<file path="src/rtl/mesh_boot_pkg.sv">
// Shared definitions for the mesh boot loader.
//   state_e      : loader FSM states
//   DEF_*        : default parameter values used by the loader and its write stage
//   sel_to_mask  : processor index -> one-hot target mask; all-zero when the
//                  index is outside the populated mesh
package mesh_boot_pkg;

  typedef enum logic [1:0] {
    IDLE    = 2'd0,
    LOAD_I  = 2'd1,
    LOAD_D  = 2'd2,
    RELEASE = 2'd3
  } state_e;

  localparam int MAX_PROCS     = 64;
  localparam int DEF_NUM_PROCS = 9;
  localparam int DEF_SEL_W     = 6;
  localparam int DEF_ADDR_W    = 14;
  localparam int DEF_DATA_W    = 32;
  localparam int DEF_LEN_W     = 15;

  // An all-zero result doubles as the "out of range" indication.
  function automatic logic [MAX_PROCS-1:0] sel_to_mask(input int unsigned sel,
                                                        input int unsigned num_procs);
    logic [MAX_PROCS-1:0] m;
    m = '0;
    if (sel < num_procs) m[sel[5:0]] = 1'b1;
    return m;
  endfunction

endpackage

</file>
<file path="src/rtl/mesh_boot_wr_stage.sv">
// Boot write port stage: word counter plus registered address/data/enable.
//   clk, reset : clock, synchronous active-high reset
//   clr        : restart the word counter at 0
//   wr         : a host word was accepted for this port this cycle
//   wr_data    : the accepted word
//   mask       : processors targeted by the current load
//   cnt        : words written so far in this phase
//   addr/data  : registered write address and data
//   we         : registered per-processor write enable (one cycle per word)
module mesh_boot_wr_stage
  import mesh_boot_pkg::*;
#(
  parameter int NUM_PROCS = DEF_NUM_PROCS,
  parameter int ADDR_W    = DEF_ADDR_W,
  parameter int DATA_W    = DEF_DATA_W,
  parameter int LEN_W     = DEF_LEN_W
) (
  input  logic                 clk,
  input  logic                 reset,
  input  logic                 clr,
  input  logic                 wr,
  input  logic [DATA_W-1:0]    wr_data,
  input  logic [NUM_PROCS-1:0] mask,
  output logic [LEN_W-1:0]     cnt,
  output logic [ADDR_W-1:0]    addr,
  output logic [DATA_W-1:0]    data,
  output logic [NUM_PROCS-1:0] we
);

  logic [LEN_W-1:0]     cnt_q, cnt_d;
  logic [ADDR_W-1:0]    addr_q, addr_d;
  logic [DATA_W-1:0]    data_q, data_d;
  logic [NUM_PROCS-1:0] we_q, we_d;

  // The address is the low bits of the counter, so long loads wrap.
  always_comb begin
    cnt_d  = cnt_q;
    addr_d = addr_q;
    data_d = data_q;
    we_d   = '0;
    if (clr) begin
      cnt_d = '0;
    end else if (wr) begin
      addr_d = cnt_q[ADDR_W-1:0];
      data_d = wr_data;
      we_d   = mask;
      cnt_d  = cnt_q + 1'b1;
    end
  end

  always_ff @(posedge clk) begin
    if (reset) begin
      cnt_q  <= '0;
      addr_q <= '0;
      data_q <= '0;
      we_q   <= '0;
    end else begin
      cnt_q  <= cnt_d;
      addr_q <= addr_d;
      data_q <= data_d;
      we_q   <= we_d;
    end
  end

  assign cnt  = cnt_q;
  assign addr = addr_q;
  assign data = data_q;
  assign we   = we_q;

endmodule

</file>
<file path="src/rtl/mesh_boot_loader.sv">
// Boot controller for an N-processor mesh.
// Takes a load command (one processor or broadcast, instruction/data word
// counts), streams host words into the instruction then data memories of the
// targets, then releases the targets from reset.
//   cmd_*      : load command handshake and fields
//   wd_*       : host word stream handshake
//   boot_i*    : instruction memory write port (shared addr/data, per-proc we)
//   boot_d*    : data memory write port
//   proc_run   : per-processor run enable (low holds the processor in reset)
//   busy       : loader not idle
//   done       : one-cycle pulse when a load completes
//   cmd_err    : one-cycle pulse when a command names a missing processor
module mesh_boot_loader
  import mesh_boot_pkg::*;
#(
  parameter int NUM_PROCS = DEF_NUM_PROCS,
  parameter int SEL_W     = DEF_SEL_W,
  parameter int ADDR_W    = DEF_ADDR_W,
  parameter int DATA_W    = DEF_DATA_W,
  parameter int LEN_W     = DEF_LEN_W
) (
  input  logic                 clk,
  input  logic                 reset,
  input  logic                 cmd_valid,
  output logic                 cmd_ready,
  input  logic [SEL_W-1:0]     cmd_sel,
  input  logic                 cmd_bcast,
  input  logic [LEN_W-1:0]     cmd_ilen,
  input  logic [LEN_W-1:0]     cmd_dlen,
  input  logic                 wd_valid,
  output logic                 wd_ready,
  input  logic [DATA_W-1:0]    wd_data,
  output logic [ADDR_W-1:0]    boot_iaddr,
  output logic [DATA_W-1:0]    boot_idata,
  output logic [NUM_PROCS-1:0] boot_iwe,
  output logic [ADDR_W-1:0]    boot_daddr,
  output logic [DATA_W-1:0]    boot_ddata,
  output logic [NUM_PROCS-1:0] boot_dwe,
  output logic [NUM_PROCS-1:0] proc_run,
  output logic                 busy,
  output logic                 done,
  output logic                 cmd_err
);

  state_e               state_q, state_d;
  logic [NUM_PROCS-1:0] mask_q, mask_d;
  logic [LEN_W-1:0]     ilen_q, ilen_d;
  logic [LEN_W-1:0]     dlen_q, dlen_d;
  logic [NUM_PROCS-1:0] run_q, run_d;
  logic                 done_q, done_d;
  logic                 err_q, err_d;
  logic                 gap_q, gap_d;

  logic                 cmd_fire, wd_fire, i_wr, d_wr, i_last, d_last, clr;
  logic                 sel_ok;
  logic [NUM_PROCS-1:0] cmd_mask;
  logic [LEN_W-1:0]     icnt, dcnt;

  assign cmd_ready = (state_q == IDLE);
  // gap_q holds off the first data word for one cycle after the instruction
  // phase, keeping a dead cycle between the two phases.
  assign wd_ready  = (state_q == LOAD_I) || ((state_q == LOAD_D) && !gap_q);
  assign busy      = (state_q != IDLE);
  assign done      = done_q;
  assign cmd_err   = err_q;
  assign proc_run  = run_q;

  assign cmd_fire = cmd_valid && cmd_ready;
  assign wd_fire  = wd_valid && wd_ready;
  assign i_wr     = wd_fire && (state_q == LOAD_I);
  assign d_wr     = wd_fire && (state_q == LOAD_D);
  assign i_last   = i_wr && (icnt == ilen_q - 1'b1);
  assign d_last   = d_wr && (dlen_q != '0) && (dcnt == dlen_q - 1'b1);

  // Truncating the 64-bit one-hot keeps only populated processors; an
  // out-of-range index leaves an all-zero mask.
  assign cmd_mask = cmd_bcast ? '1
                  : NUM_PROCS'(sel_to_mask(32'(cmd_sel), NUM_PROCS));
  assign sel_ok   = cmd_bcast || (cmd_mask != '0);

  always_comb begin
    state_d = state_q;
    mask_d  = mask_q;
    ilen_d  = ilen_q;
    dlen_d  = dlen_q;
    run_d   = run_q;
    done_d  = 1'b0;
    err_d   = 1'b0;
    gap_d   = 1'b0;
    clr     = 1'b0;
    case (state_q)
      IDLE: begin
        if (cmd_fire) begin
          if (!sel_ok) begin
            err_d = 1'b1;
          end else begin
            mask_d  = cmd_mask;
            ilen_d  = cmd_ilen;
            dlen_d  = cmd_dlen;
            run_d   = run_q & ~cmd_mask;
            clr     = 1'b1;
            state_d = (cmd_ilen != '0) ? LOAD_I
                    : (cmd_dlen != '0) ? LOAD_D : RELEASE;
          end
        end
      end
      LOAD_I: begin
        if (i_last) begin
          if (dlen_q != '0) begin
            state_d = LOAD_D;
            gap_d   = 1'b1;
          end else begin
            state_d = RELEASE;
          end
        end
      end
      LOAD_D: begin
        if (d_last) state_d = RELEASE;
      end
      RELEASE: begin
        // The last write enable is on the outputs this cycle; run rises next.
        run_d   = run_q | mask_q;
        done_d  = 1'b1;
        state_d = IDLE;
      end
      default: state_d = IDLE;
    endcase
  end

  always_ff @(posedge clk) begin
    if (reset) begin
      state_q <= IDLE;
      mask_q  <= '0;
      ilen_q  <= '0;
      dlen_q  <= '0;
      run_q   <= '0;
      done_q  <= 1'b0;
      err_q   <= 1'b0;
      gap_q   <= 1'b0;
    end else begin
      state_q <= state_d;
      mask_q  <= mask_d;
      ilen_q  <= ilen_d;
      dlen_q  <= dlen_d;
      run_q   <= run_d;
      done_q  <= done_d;
      err_q   <= err_d;
      gap_q   <= gap_d;
    end
  end

  mesh_boot_wr_stage #(
    .NUM_PROCS(NUM_PROCS), .ADDR_W(ADDR_W), .DATA_W(DATA_W), .LEN_W(LEN_W)
  ) u_istage (
    .clk(clk), .reset(reset), .clr(clr), .wr(i_wr), .wr_data(wd_data),
    .mask(mask_q), .cnt(icnt), .addr(boot_iaddr), .data(boot_idata),
    .we(boot_iwe)
  );

  mesh_boot_wr_stage #(
    .NUM_PROCS(NUM_PROCS), .ADDR_W(ADDR_W), .DATA_W(DATA_W), .LEN_W(LEN_W)
  ) u_dstage (
    .clk(clk), .reset(reset), .clr(clr), .wr(d_wr), .wr_data(wd_data),
    .mask(mask_q), .cnt(dcnt), .addr(boot_daddr), .data(boot_ddata),
    .we(boot_dwe)
  );

endmodule

</file>
<file path="config.mk">
export PLATFORM = sky130hd
export DESIGN_NAME = mesh_boot_loader
export DESIGN_NICKNAME = d
export VERILOG_FILES = /design/src/rtl/mesh_boot_pkg.sv /design/src/rtl/mesh_boot_wr_stage.sv /design/src/rtl/mesh_boot_loader.sv
export SDC_FILE = /design/constraint.sdc
export NUM_CORES = 1
export LEC_CHECK = 0
export ABC_CLOCK_PERIOD_IN_PS = 3550
export CORE_UTILIZATION = 50
export DETAILED_ROUTE_END_ITERATION = 10
export HOLD_SLACK_MARGIN = 0.08
export PLACE_DENSITY = 0.83
export SETUP_SLACK_MARGIN = 0.2
export SYNTH_ARGS = -nofsm -noshare
export SYNTH_HDL_FRONTEND = slang
export SYNTH_SLANG_ARGS = --single-unit
</file>
<file path="constraint.sdc">
create_clock -name clk -period 3.55 [get_ports clk]
set_input_delay 0.8875 -clock clk [delete_from_list [all_inputs] [get_ports clk]]
set_output_delay 0.8875 -clock clk [all_outputs]
set_load 0.1 [all_outputs]
</file>
==> results of run 1 <==
==> through the flow <==
step | power (mW) | hold WS, ps | util [%] | cell area (um2) | std cells
CTS | 5.89 | 456 | 66.8 | 10600 | 1411
detailed placement | 4.02 | 447 | 63.2 | 10000 | 1382
global placement | 4.00 | 442 | 63.2 | 10000 | 1382
global route | 6.11 | 468 | 66.8 | 10600 | 1411
floorplan | 3.59 | 450 | - | 8160 | 1022
finish | 5.87 | 454 | 66.8 | 10600 | 1411
==> routing by layer <==
layer	vias to the layer above	track usage, %
li1	3781	-
met1	3542	33.1
met2	205	42.2
met3	39	4.72
met4	0	9.37
met5	-	0
==> power by group <==
| group | switching, mW | leakage (nW) | internal, mW |
|---|---|---|---|
| logic | 1.10 | 2.22 | 0.498 |
| clock network | 0.824 | 0.273 | 1.05 |
| registers | 0.118 | 1.56 | 2.27 |
| total | 2.05 | 4.06 | 3.82 |
==> cells in the mapped netlist (all sizes together) (6+ instances only) <==
| master | instances | area, um2 |
|---|---|---|
| o211ai | 6 | 45.0 |
| clkbuf | 66 | 248 |
| nor4 | 18 | 131 |
| inv | 10 | 37.5 |
| nand2 | 271 | 1020 |
| ha | 8 | 100 |
| nor2 | 66 | 248 |
| nor3 | 25 | 125 |
| or4 | 6 | 45.0 |
| a211oi | 14 | 110 |
| xnor2 | 32 | 280 |
| dfxtp | 193 | 3860 |
| and3 | 21 | 131 |
| nand4 | 11 | 68.8 |
| nor2b | 8 | 50.1 |
| a21oi | 146 | 731 |
| or3 | 6 | 37.5 |
| nand3 | 11 | 55.1 |
| xor2 | 30 | 263 |
==> cell families (layout without fill, tap and decap cells) <==
| group | count (synthesis) | in the layout | share of synthesized area (%) |
|---|---|---|---|
| AND/OR/NAND/NOR | 475 | 475 | 26.5 |
| multiplexers | 5 | 5 | 0.629 |
| AO/OA/AOI/OAI | 199 | 199 | 14.0 |
| adder cells (fa/ha/maj) | 8 | 8 | 1.23 |
| flip-flops | 193 | 193 | 47.3 |
| buffers and inverters | 80 | 253 | 3.71 |
| XOR/XNOR | 62 | 62 | 6.65 |
==> sequential cells by signal, indices dropped and copies added (netlist names) <==
name / count
gap_q: 1
ilen_q: 15
u_istage.cnt: 15
cmd_err: 1
u_istage.we: 9
mask_q: 9
u_dstage.addr: 14
done: 1
u_dstage.data: 32
proc_run: 9
state_q: 2
u_dstage.we: 9
u_dstage.cnt: 15
u_istage.data: 32
dlen_q: 15
u_istage.addr: 14
==> worst max-delay path: stages (launching register included) <==
cell and delay [ps]:
dfxtp_1 380, or4_1 700, or3_1 410, o31ai_1 320, o211ai_1 210, nor4_2 350, a2bb2oi_2 220, mux2_1 340
==> final timing paths <==
kind	start	to	cells after the start
min	u_istage.data[23]	u_istage.data[23]	2
max	dlen_q[2]	state_q[1]	7
max reg2reg	dlen_q[2]	state_q[1]	7
min reg2reg	u_istage.data[23]	u_istage.data[23]	2
==> cell type report <==
cell class,count,share of cell area [%]
clock buffers,18,4.14
clock inverters,11,1.23
inverters,10,0.389
multi-input cells,749,37.8
flip-flops and latches,193,36.4
well taps,216,2.55
repair buffers,214,17.5
==> flow_metrics.env, run 1 <==
export IMPL_grt_max_degree=82
export IMPL_worst_pin_slew_ps=985
export IMPL_path_clk_slew_ps=70
export IMPL_outcome="finished clean"
export IMPL_most_common_layout_cells="nand2_1, dfxtp_1, a21oi_1"
export IMPL_yosysUniqueCellTypes=55
export IMPL_die_w_um=130
export IMPL_ys_ff_latch=193
export IMPL_crit_required_ps=3860
export IMPL_ys_flop_type="dfxtp_1"
export IMPL_drt_wl_total_um=21100
export IMPL_post_synth_cell_area_avg_um2=7.98
export IMPL_antenna_cells=0
export IMPL_syn_area_um2=8160
export IMPL_skew_ps=12.7
export IMPL_slew_headroom_pct=34.1
export IMPL_wl_met3_um=948
export IMPL_syn_instance_count=1022
export IMPL_grt_pass1_wl_um=34000
export IMPL_cp_start_kind="flop"
export IMPL_core_um2=15900
export IMPL_fin_crit_ps=3050
export IMPL_regArea_um2=3860
export IMPL_report_final_slew_viol_count=0
export IMPL_area_delta_synth_final_pct=30.0
export IMPL_root_buffer="clkbuf_16"
export IMPL_syn_num_nets=1103
export IMPL_cp_end_kind="flop"
export IMPL_synth_edff_count=0
export IMPL_overflow=0
export IMPL_die_y_um=130
export IMPL_fillCellCount=1314
export IMPL_setup_viol=0
export IMPL_die_area_um2=16800
export IMPL_hold_viol_final=0
export IMPL_numCtsBuffers=17
export IMPL_rrSetupSlack_ps=500
export IMPL_drtPass1Iterations=5
export IMPL_async_flop_share_pct=0
export IMPL_via_per_inst=5.36
export IMPL_preCtsSetupSlack_ps=120
export IMPL_worstSkewPairLatency_ps=430
export IMPL_ioPinCount=197
export IMPL_critPathKind="reg2reg"
export IMPL_top_layer_used="met4"
export IMPL_track_usage_pct=25.5
export IMPL_port_buffers=196
export IMPL_htreeDepth=4
export IMPL_initial_core_util_pct=51.4
export IMPL_grt_pass1_vias=6903
export IMPL_drt_iter0_markers=668
export IMPL_wire_per_inst_um=14.9
export IMPL_vdd_drop_max_v=0.000373
export IMPL_dr_wl_met2_um=10400
export IMPL_rows=46
export IMPL_drive_above_1_share_pct=14.8
export IMPL_drc_errors=0
export IMPL_dp_hpwl_um=14900
export IMPL_drt_met1_wl_um=9240
export IMPL_cts_tree="yes"
export IMPL_hold_buffers=0
export IMPL_antenna_found_initial=0
export IMPL_drv_cap=0
export IMPL_rsz0062_at_grt="false"
export IMPL_hold_class="reg2reg"
export IMPL_cts_sinks=193
export IMPL_post_cts_buffers=0
export IMPL_max_freq_mhz=328
export IMPL_path_max_fanout=8
export IMPL_post_cts_resized=0
export IMPL_fin_ws_ps=504
export IMPL_final_period_utilization_pct=85.8
export IMPL_cp_arrival_ps=3360
export IMPL_tns_ps=0
export IMPL_vias=7567
export IMPL_layout_commonest_cell="nand2_1"
export IMPL_synth_seq_area_share_pct=47.3
export IMPL_gp_congestion=0.915
export IMPL_yosys_warnings=0
export IMPL_p_leak_nw=4.06
export IMPL_multi_input_comb_area_um2=4010
export IMPL_power_density_nw_per_um2=554
export IMPL_ant_nets=0
export IMPL_clock_path_buffers=2
export IMPL_nets=1266
(Power assumes the default switching activity.)
==> run 2: changes to the inputs <==
Settings changed: CORE_MARGIN set to 3, PLACE_DENSITY 0.83 to 0.85, SLEW_MARGIN set to 10.
==> flow_metrics.env, run 2 (synthesis gave the netlist of run 1 again) <==
export IMPL_rsz0062_at_grt="false"
export IMPL_post_cts_buffers=0
export IMPL_die_y_um=134
export IMPL_fillCellCount=1374
export IMPL_track_usage_pct=24.0
export IMPL_final_period_utilization_pct=84.3
export IMPL_clock_path_buffers=2
export IMPL_nets=1266
export IMPL_cp_end_kind="flop"
export IMPL_skew_ps=9.75
export IMPL_post_cts_resized=0
export IMPL_most_common_layout_cells="nand2_1, dfxtp_1, a21oi_1"
export IMPL_regArea_um2=3860
export IMPL_overflow=0
export IMPL_port_buffers=196
export IMPL_max_freq_mhz=334
export IMPL_cts_tree="yes"
export IMPL_via_per_inst=5.38
export IMPL_grt_pass1_wl_um=35300
export IMPL_vias=7591
export IMPL_drt_iter0_markers=529
export IMPL_layout_commonest_cell="nand2_1"
export IMPL_wire_per_inst_um=15.5
export IMPL_p_leak_nw=4.06
export IMPL_fin_ws_ps=558
export IMPL_preCtsSetupSlack_ps=112
export IMPL_multi_input_comb_area_um2=4010
export IMPL_path_clk_slew_ps=70
export IMPL_drv_cap=0
export IMPL_rows=46
export IMPL_area_delta_synth_final_pct=29.3
export IMPL_critPathKind="reg2reg"
export IMPL_root_buffer="clkbuf_16"
export IMPL_cp_arrival_ps=3300
export IMPL_final_util_pct=66.2
export IMPL_cp_start_kind="flop"
export IMPL_hold_viol_final=0
export IMPL_setup_viol=0
export IMPL_ioPinCount=197
export IMPL_die_w_um=134
export IMPL_gp_congestion=0.918
export IMPL_core_um2=15900
export IMPL_hold_buffers=0
export IMPL_initial_core_util_pct=51.2
export IMPL_power_mw=5.80
export IMPL_ant_nets=0
export IMPL_slew_headroom_pct=35.5
export IMPL_tns_ps=0
export IMPL_antenna_cells=0
export IMPL_dp_hpwl_um=15800
export IMPL_crit_required_ps=3860
export IMPL_cts_sinks=193
export IMPL_power_density_nw_per_um2=550
export IMPL_path_max_fanout=8
export IMPL_antenna_found_initial=0
export IMPL_drive_above_1_share_pct=15.3
export IMPL_grt_pass1_vias=7239
export IMPL_worst_pin_slew_ps=965
export IMPL_grt_max_degree=79
export IMPL_fin_crit_ps=2990
export IMPL_die_area_um2=17900
export IMPL_hold_class="reg2reg"
export IMPL_drc_errors=0
export IMPL_htreeDepth=4
export IMPL_drt_wl_total_um=21900
export IMPL_outcome="finished clean"
export IMPL_report_final_slew_viol_count=0
export IMPL_drtPass1Iterations=5
export IMPL_vdd_drop_max_v=0.000335
export IMPL_numCtsBuffers=17
export IMPL_worstSkewPairLatency_ps=430
[run 2: cell types whose count changed in the layout (fill, tap and decap cells not counted), sizes merged]
| cell | change |
|---|---|
| buf | +6 |
| clkdlybuf4s50 | -6 |
| clkinv | +3 |
| clkinvlp | -2 |
| bufinv | -1 |
| clkbuf | +1 |
[run 2: path summary, 6_finish.rpt]
check                          from                end  slack, ps  cells past startpoint
setup / recovery          dlen_q[2]         state_q[1]        560                      7
hold / removal    u_istage.data[21]  u_istage.data[21]        450                      2
setup reg to reg          dlen_q[2]         state_q[1]        560                      7
hold reg to reg   u_istage.data[21]  u_istage.data[21]        450                      2
[run 2: per-stage QoR]
stage	cells	hold WS (ps)	area, um2
after detailed placement	1382	447	10000
after CTS	1412	456	10600
after global routing	1412	470	10600
after floorplan	1022	450	8160
after global placement	1382	442	10000
final	1412	454	10600
[run 2: final cells by class]
cell class / instances / share of cell area [%]
clock buffers: 19 / 4.20
well taps: 216 / 2.56
multi-input cells: 749 / 38.0
clock inverters: 11 / 0.984
repair buffers: 214 / 17.3
inverters: 10 / 0.391
flip-flops and latches: 193 / 36.6
[run 2: critical path: stages, from the launching register on]
cell and delay (ps):
dfxtp_1 360, or4_1 700, or3_1 410, o31ai_1 300
o211ai_1 210, nor4_2 350, a2bb2oi_2 210, mux2_1 340
[run 2: report_power, final]
part | internal (mW) | switching (mW)
Clock | 0.985 | 0.826
Combinational | 0.497 | 1.11
Sequential | 2.27 | 0.115
[run 2: per-layer routing]
layer	GRT usage, %	vias up	share of wire [%]
li1	-	3780	-
met1	29.5	3565	42
met2	41.9	207	51
met3	4.68	39	4.6
met4	8.46	0	2.4
met5	0	-	0
